==> src/rtl/machine_types_pkg.sv <==
// Shared types for the machine step/issue block: action kind encodings,
// default widths and the default-width slot record.
package machine_types_pkg;

   localparam int NSLOT_DEF  = 4;
   localparam int PTR_W_DEF  = 30;
   localparam int DATA_W_DEF = 63;
   localparam int OUT_W_DEF  = 32;

   typedef enum logic [1:0] {
      KIND_READ  = 2'b00,
      KIND_WRITE = 2'b01,
      KIND_NONE  = 2'b10,
      KIND_RSVD  = 2'b11
   } kind_t;

   typedef struct packed {
      kind_t                 kind;
      logic [PTR_W_DEF-1:0]  ptr;
      logic [DATA_W_DEF-1:0] data;
      logic                  inflight;
   } slot_t;

   // Only reads and writes occupy a slot; none/reserved are swallowed.
   function automatic logic kind_allocates(input logic [1:0] k);
      return (k == KIND_READ) || (k == KIND_WRITE);
   endfunction

endpackage

==> src/rtl/machine_slot_select.sv <==
// Combinational slot picker: grants one occupied, not-in-flight slot.
// MACHINE_RR_ARB_EN selects round-robin from last_idx+1; otherwise lowest index wins.
module machine_slot_select #(
   parameter int NSLOT = 4,
   parameter int IDX_W = 2
) (
   input  logic [NSLOT-1:0] occ,
   input  logic [NSLOT-1:0] inflight,
`ifdef MACHINE_RR_ARB_EN
   input  logic [IDX_W-1:0] last_idx,
`endif
   output logic [IDX_W-1:0] grant_idx,
   output logic             grant_valid
);

   logic [NSLOT-1:0] req;

   assign req = occ & ~inflight;

`ifdef MACHINE_RR_ARB_EN
   always_comb begin
      int               k;
      logic [IDX_W-1:0] kidx;
      grant_idx   = '0;
      grant_valid = 1'b0;
      k           = 0;
      kidx        = '0;
      for (int i = 0; i < NSLOT; i++) begin
         k    = (int'(last_idx) + 1 + i) % NSLOT;
         kidx = IDX_W'(k);
         if (!grant_valid && req[kidx]) begin
            grant_valid = 1'b1;
            grant_idx   = kidx;
         end
      end
   end
`else
   always_comb begin
      grant_idx   = '0;
      grant_valid = |req;
      for (int i = NSLOT - 1; i >= 0; i--) begin
         if (req[i]) grant_idx = IDX_W'(i);
      end
   end
`endif

endmodule

==> src/rtl/machine_step_issue.sv <==
// Slot table plus issue FSM: pending reads/writes are issued one at a time on the
// act_* port; read responses come back as a one-cycle out_valid strobe.
// Build option MACHINE_RR_ARB_EN enables round-robin slot arbitration.
//
//   state    | meaning
//   ---------+------------------------------------------------------------
//   ST_IDLE  | nothing in flight; grant a pending slot if one exists
//   ST_ISSUE | act_valid high, act_* frozen until act_ready
//   ST_WAIT  | read accepted by memory, waiting for rsp_valid
module machine_step_issue
   import machine_types_pkg::*;
#(
   parameter int NSLOT  = NSLOT_DEF,
   parameter int PTR_W  = PTR_W_DEF,
   parameter int DATA_W = DATA_W_DEF,
   parameter int OUT_W  = OUT_W_DEF
) (
   input  logic              system1000,
   input  logic              system1000_rstn,
   input  logic              enq_valid,
   output logic              enq_ready,
   input  logic [1:0]        enq_kind,
   input  logic [PTR_W-1:0]  enq_ptr,
   input  logic [DATA_W-1:0] enq_data,
   output logic              act_valid,
   input  logic              act_ready,
   output logic [1:0]        act_kind,
   output logic [PTR_W-1:0]  act_ptr,
   output logic [DATA_W-1:0] act_data,
   input  logic              rsp_valid,
   input  logic [DATA_W-1:0] rsp_data,
   output logic              out_valid,
   output logic [OUT_W-1:0]  out_data,
   output logic              step_fail,
   output logic [7:0]        stray_cnt
);

   localparam int IDX_W = (NSLOT > 1) ? $clog2(NSLOT) : 1;

   typedef enum logic [1:0] {
      ST_IDLE  = 2'd0,
      ST_ISSUE = 2'd1,
      ST_WAIT  = 2'd2
   } state_t;

   typedef struct packed {
      kind_t             kind;
      logic [PTR_W-1:0]  ptr;
      logic [DATA_W-1:0] data;
      logic              inflight;
   } slot_rec_t;

   state_t           state_q, state_d;
   slot_rec_t        slot_q [NSLOT];
   logic [NSLOT-1:0] occ_q;
   logic [NSLOT-1:0] inflight_vec;
   logic [IDX_W-1:0] cur_q;
   logic [IDX_W-1:0] grant_idx;
   logic [IDX_W-1:0] free_idx;
   logic             grant_valid;
   logic             load_act, hs_done, take_rsp, free_cur, alloc;

   assign enq_ready = ~&occ_q;
   assign step_fail = (state_q == ST_IDLE) && (occ_q == '0);
   assign alloc     = enq_valid && enq_ready && kind_allocates(enq_kind);

   always_comb begin
      inflight_vec = '0;
      for (int i = 0; i < NSLOT; i++) inflight_vec[i] = slot_q[i].inflight;
   end

   always_comb begin
      free_idx = '0;
      for (int i = NSLOT - 1; i >= 0; i--) begin
         if (!occ_q[i]) free_idx = IDX_W'(i);
      end
   end

`ifdef MACHINE_RR_ARB_EN
   logic [IDX_W-1:0] last_q;

   // Reset to the top index so the first search begins at slot 0.
   always_ff @(posedge system1000 or negedge system1000_rstn) begin
      if (!system1000_rstn)  last_q <= IDX_W'(NSLOT - 1);
      else if (load_act)     last_q <= grant_idx;
   end
`endif

   machine_slot_select #(
      .NSLOT (NSLOT),
      .IDX_W (IDX_W)
   ) u_select (
      .occ         (occ_q),
      .inflight    (inflight_vec),
`ifdef MACHINE_RR_ARB_EN
      .last_idx    (last_q),
`endif
      .grant_idx   (grant_idx),
      .grant_valid (grant_valid)
   );

   always_comb begin
      state_d  = state_q;
      load_act = 1'b0;
      hs_done  = 1'b0;
      take_rsp = 1'b0;
      free_cur = 1'b0;
      case (state_q)
         ST_IDLE: begin
            if (grant_valid) begin
               load_act = 1'b1;
               state_d  = ST_ISSUE;
            end
         end
         ST_ISSUE: begin
            if (act_ready) begin
               hs_done = 1'b1;
               if (act_kind == KIND_WRITE) begin
                  free_cur = 1'b1;
                  state_d  = ST_IDLE;
               end else begin
                  state_d  = ST_WAIT;
               end
            end
         end
         ST_WAIT: begin
            if (rsp_valid) begin
               take_rsp = 1'b1;
               free_cur = 1'b1;
               state_d  = ST_IDLE;
            end
         end
         default: state_d = ST_IDLE;
      endcase
   end

   always_ff @(posedge system1000 or negedge system1000_rstn) begin
      if (!system1000_rstn) begin
         state_q   <= ST_IDLE;
         occ_q     <= '0;
         cur_q     <= '0;
         for (int i = 0; i < NSLOT; i++) slot_q[i] <= '0;
         act_valid <= 1'b0;
         act_kind  <= KIND_NONE;
         act_ptr   <= '0;
         act_data  <= '0;
         out_valid <= 1'b0;
         out_data  <= '0;
         stray_cnt <= '0;
      end else begin
         state_q   <= state_d;
         out_valid <= take_rsp;

         // Freed slot and allocated slot can never coincide: alloc only targets a free slot.
         if (free_cur) begin
            occ_q[cur_q]           <= 1'b0;
            slot_q[cur_q].inflight <= 1'b0;
         end
         if (alloc) begin
            occ_q[free_idx]           <= 1'b1;
            slot_q[free_idx].kind     <= kind_t'(enq_kind);
            slot_q[free_idx].ptr      <= enq_ptr;
            slot_q[free_idx].data     <= (enq_kind == KIND_WRITE) ? enq_data : '0;
            slot_q[free_idx].inflight <= 1'b0;
         end
         if (load_act) begin
            slot_q[grant_idx].inflight <= 1'b1;
            cur_q     <= grant_idx;
            act_valid <= 1'b1;
            act_kind  <= slot_q[grant_idx].kind;
            act_ptr   <= slot_q[grant_idx].ptr;
            act_data  <= slot_q[grant_idx].data;
         end
         if (hs_done) act_valid <= 1'b0;
         if (take_rsp) out_data <= rsp_data[OUT_W-1:0];
         if (rsp_valid && (state_q != ST_WAIT) && (stray_cnt != 8'hFF))
            stray_cnt <= stray_cnt + 8'd1;
      end
   end

   generate
      if (OUT_W < DATA_W) begin : g_rsp_hi
         logic unused_rsp_hi;
         assign unused_rsp_hi = ^rsp_data[DATA_W-1:OUT_W];
      end
   endgenerate

endmodule

==> config.mk <==
export PLATFORM = sky130hd
export DESIGN_NAME = machine_step_issue
export DESIGN_NICKNAME = d
export VERILOG_FILES = /design/src/rtl/machine_types_pkg.sv /design/src/rtl/machine_slot_select.sv /design/src/rtl/machine_step_issue.sv
export SDC_FILE = /design/constraint.sdc
export NUM_CORES = 1
export LEC_CHECK = 0
export BUFFER_PORTS_ARGS = -buffer_cell sky130_fd_sc_hd__buf_2
export CORE_ASPECT_RATIO = 1.5
export CORE_MARGIN = 3
export CORE_UTILIZATION = 61
export DETAILED_ROUTE_END_ITERATION = 8
export MAX_ROUTING_LAYER = met4
export PLACE_DENSITY = 0.83
export SLEW_MARGIN = 10
export SYNTH_ARGS = -nofsm -noshare
export SYNTH_HDL_FRONTEND = slang
export SYNTH_SLANG_ARGS = --single-unit
==> constraint.sdc <==
create_clock -name system1000 -period 5.2 [get_ports system1000]
set_input_delay 0.78 -clock system1000 [delete_from_list [all_inputs] [get_ports system1000]]
set_output_delay 0.78 -clock system1000 [all_outputs]
set_load 0.02 [all_outputs]
==> summary.txt <==
Yosys
  – Ys flop type: dfrtp_1
  – Ranking of synthesized cells by area: dfrtp_1 (64%), nand2_1 (11%), mux2_2 (5.2%)
  – Post-synth top cells: nand2_1 (600), dfrtp_1 (528), o21ai_0 (197), mux2_2 (96), a222oi_1 (95)
  – Yosys top cell area share: 63.8%
  – Syn. warnings: 0
  – Synth Instances: 1890
  – Post-Syn Area per Cell: 10.9 um2
  – Cell area after synthesis: 0.0207 mm2
  – Syn_nets: 2057
  – Cell taking the most area after synthesis: dfrtp_1
  – Ys async rst share: 100%
  – Register area share after synthesis: 64.0%
  – Most instantiated library cell after synthesis: nand2_1
  – Number of distinct library cells after synthesis: 47
  – Seq cells post-synth: 529
  – Post-synth EDFFs: 0

Pwr
  – Lkg Pwr: 11.7 nW
  – Logic pwr share: 29.0%
  – Psw: 5.05 mW
  – Clock Power Share: 23.6%
  – Max IR drop VDD: 0.493 mV
  – Sequential share of power: 47.3%
  – Pwr dens: 601 mW/mm2
  – Switch share: 35.3%
  – Pint: 9.27 mW

Placement
  – Gpl congestion: 0.790
  – Port bufs: 270
  – Worst slack at placement: 2200 ps
  – DP HPWL: 29700 um
  – Inst Count DP: 2467

Global route
  – Aggregate global routing overflow: 0
  – Number of global-route vias before repair: 15900
  – First-pass GRT wire length: 82500 um
  – Total GRT Usage: 28.9%
  – Antenna violations before repair: 4
  – Pin count of the biggest net entering global routing: 137

Timing
  – Final Hold Fails: 0
  – Max-slew violation count: 0
  – Clock skew: 18.8 ps
  – Final-report setup violation count: 0
  – Fmax: 0.366 GHz
  – Fin Setup TNS: 0 ps
  – Tmin final: 2730 ps
  – RSZ-0062 raised after global routing: no
  – Worst Tran Pin Value: 1170 ps
  – Fin worst setup slack: 2470 ps
  – Relative slew slack: 21.9%
  – Tcrit/Tclk final: 52.5%

Drt
  – Drt pass-1 iters: 6
  – Initial DRC Count: 1616
  – Via density: 6.07
  – Final ANT Viol Nets: 0
  – DR DRC count: 0
  – Routed via count: 15500
  – Routed WL: 51100 um
  – Drt wl/cell: 20.0 um

Critical path
  – Worst r2r src: state_q[0]
  – Reg2Reg Setup Slack: 2470 ps
  – Crit path kind: reg -> reg
  – Crit end category: flip-flop
  – CP Max Fanout: 58
  – Worst path arrival time: 3210 ps
  – Crit path from: state_q[0]
  – FF-to-FF End: act_data[60]
  – Startpoint class of the critical path: flip-flop
  – CP required: 5680 ps
  – R2R cell count: 7

Floorplan
  – # IOs: 302
  – Die area: 0.0362 mm2
  – CORE AREA: 0.0334 mm2
  – FP Rows: 82
  – DIE HEIGHT: 232 um
  – Die width: 156 um
  – Initial Utilization: 61.9%

Finish
  – Final cell count without fillers: 2555
  – Area Overhead vs Synth: 15.1%
  – Layout cells sized above 1: 22.6%
  – Fill count: 2343
  – Layout Nets: 2262

Clocking
  – Clock Path Buffers: 3
  – Post-CTS Hold Buffers: 0
  – CTS H-tree depth: 2
  – Reg clk slew, reported paths: 70 ps
  – CTS tree: done
  – Sink Count: 529
  – Clock Latency Late Sink: 560 ps
  – Root buffer cell: clkbuf_16
  – Post-CTS Resized: 0
  – CTS buffer count: 46
  – # Post-CTS Setup Buffers: 0

Flow run
  – Max_cap viols: 0

Outcome
  – Run status: finished clean

Min path
  – Hold Path Class: in -> async
-- cell type report --
type	instances	area, um2	share of cell area (%)
clock inverter	19	183	0.767
sequential	529	13200	55.6
inverter	9	33.8	0.142
timing repair buffer	294	1640	6.89
multi-input combinational	1215	6900	29.0
clock buffer	64	1290	5.41
antenna	5	12.5	0.0525
tap	420	526	2.21
-- worst max-delay path by stage --
stage	to	slack [ps]	cells past startpoint
2_1_floorplan	flip-flop	3080	9
3_3_place_gp	flip-flop	2290	7
3_5_place_dp	flip-flop	2200	7
4_1_cts	act_ptr[0]	2520	7
6_report	act_data[60]	2470	7
5_1_grt	act_ptr[0]	2320	7
-- power by group through the flow --
stage,registers [mW],logic [mW],clock network (mW)
2_1_floorplan,7.02,2.42,0
3_3_place_gp,6.67,4.00,0
3_5_place_dp,6.81,4.15,0
4_1_cts,6.75,4.19,3.43
5_1_grt,6.96,4.61,3.59
6_report,6.78,4.16,3.39
-- worst max-delay path, cell delays in order (launching register included) --
cell      delay, ps
dfrtp_1         400
inv_1           100
ha_1            350
nand3_2         230
nor2_4          850
buf_12          390
a222oi_1        140
nand2_1         120
-- kinds of logic after synthesis --
kind of cell / count (synthesis) / synth area share, %
AND/OR/NAND/NOR: 639 / 12.1
flip-flops: 529 / 64.0
AO/OA/AOI/OAI: 460 / 14.8
buffers and inverters: 146 / 2.97
multiplexers: 105 / 5.66
XOR/XNOR: 7 / 0.296
adder cells (fa/ha/maj): 4 / 0.242
-- cell usage in the layout (no fill, tap or decap), types with 9 or more instances in the layout --
cell / Yosys / routed
mux2i_1: 9 / 9
clkinv_2: 0 / 12
mux2_2: 96 / 96
o21ai_1: 66 / 66
buf_4: 1 / 16
a222oi_1: 95 / 95
a22oi_1: 89 / 89
inv_1: 9 / 9
o21ai_0: 197 / 197
buf_2: 39 / 269
clkbuf_1: 89 / 12
dfrtp_1: 528 / 528
nand2_1: 600 / 600
clkbuf_16: 0 / 47
-- per-stage QoR --
step,util [%],hold slack (ps),power (mW),area [um2]
after floorplan,-,444,9.44,20700
after global placement,66.8,458,10.7,22300
after detailed placement,66.8,462,11.0,22300
after CTS,71.2,370,14.4,23800
after global routing,71.2,373,15.2,23800
final,71.2,297,14.3,23800
-- per-layer routing --
| metal | GRT usage, % | up-vias | share of wire [%] |
|---|---|---|---|
| li1 | - | 7001 | - |
| met3 | 5.23 | 105 | 7.1 |
| met5 | - | - | 0 |
| met2 | 48.4 | 583 | 51 |
| met1 | 35.9 | 7811 | 39 |
| met4 | 9.66 | 0 | 2.8 |
(Power assumes the default switching activity.)
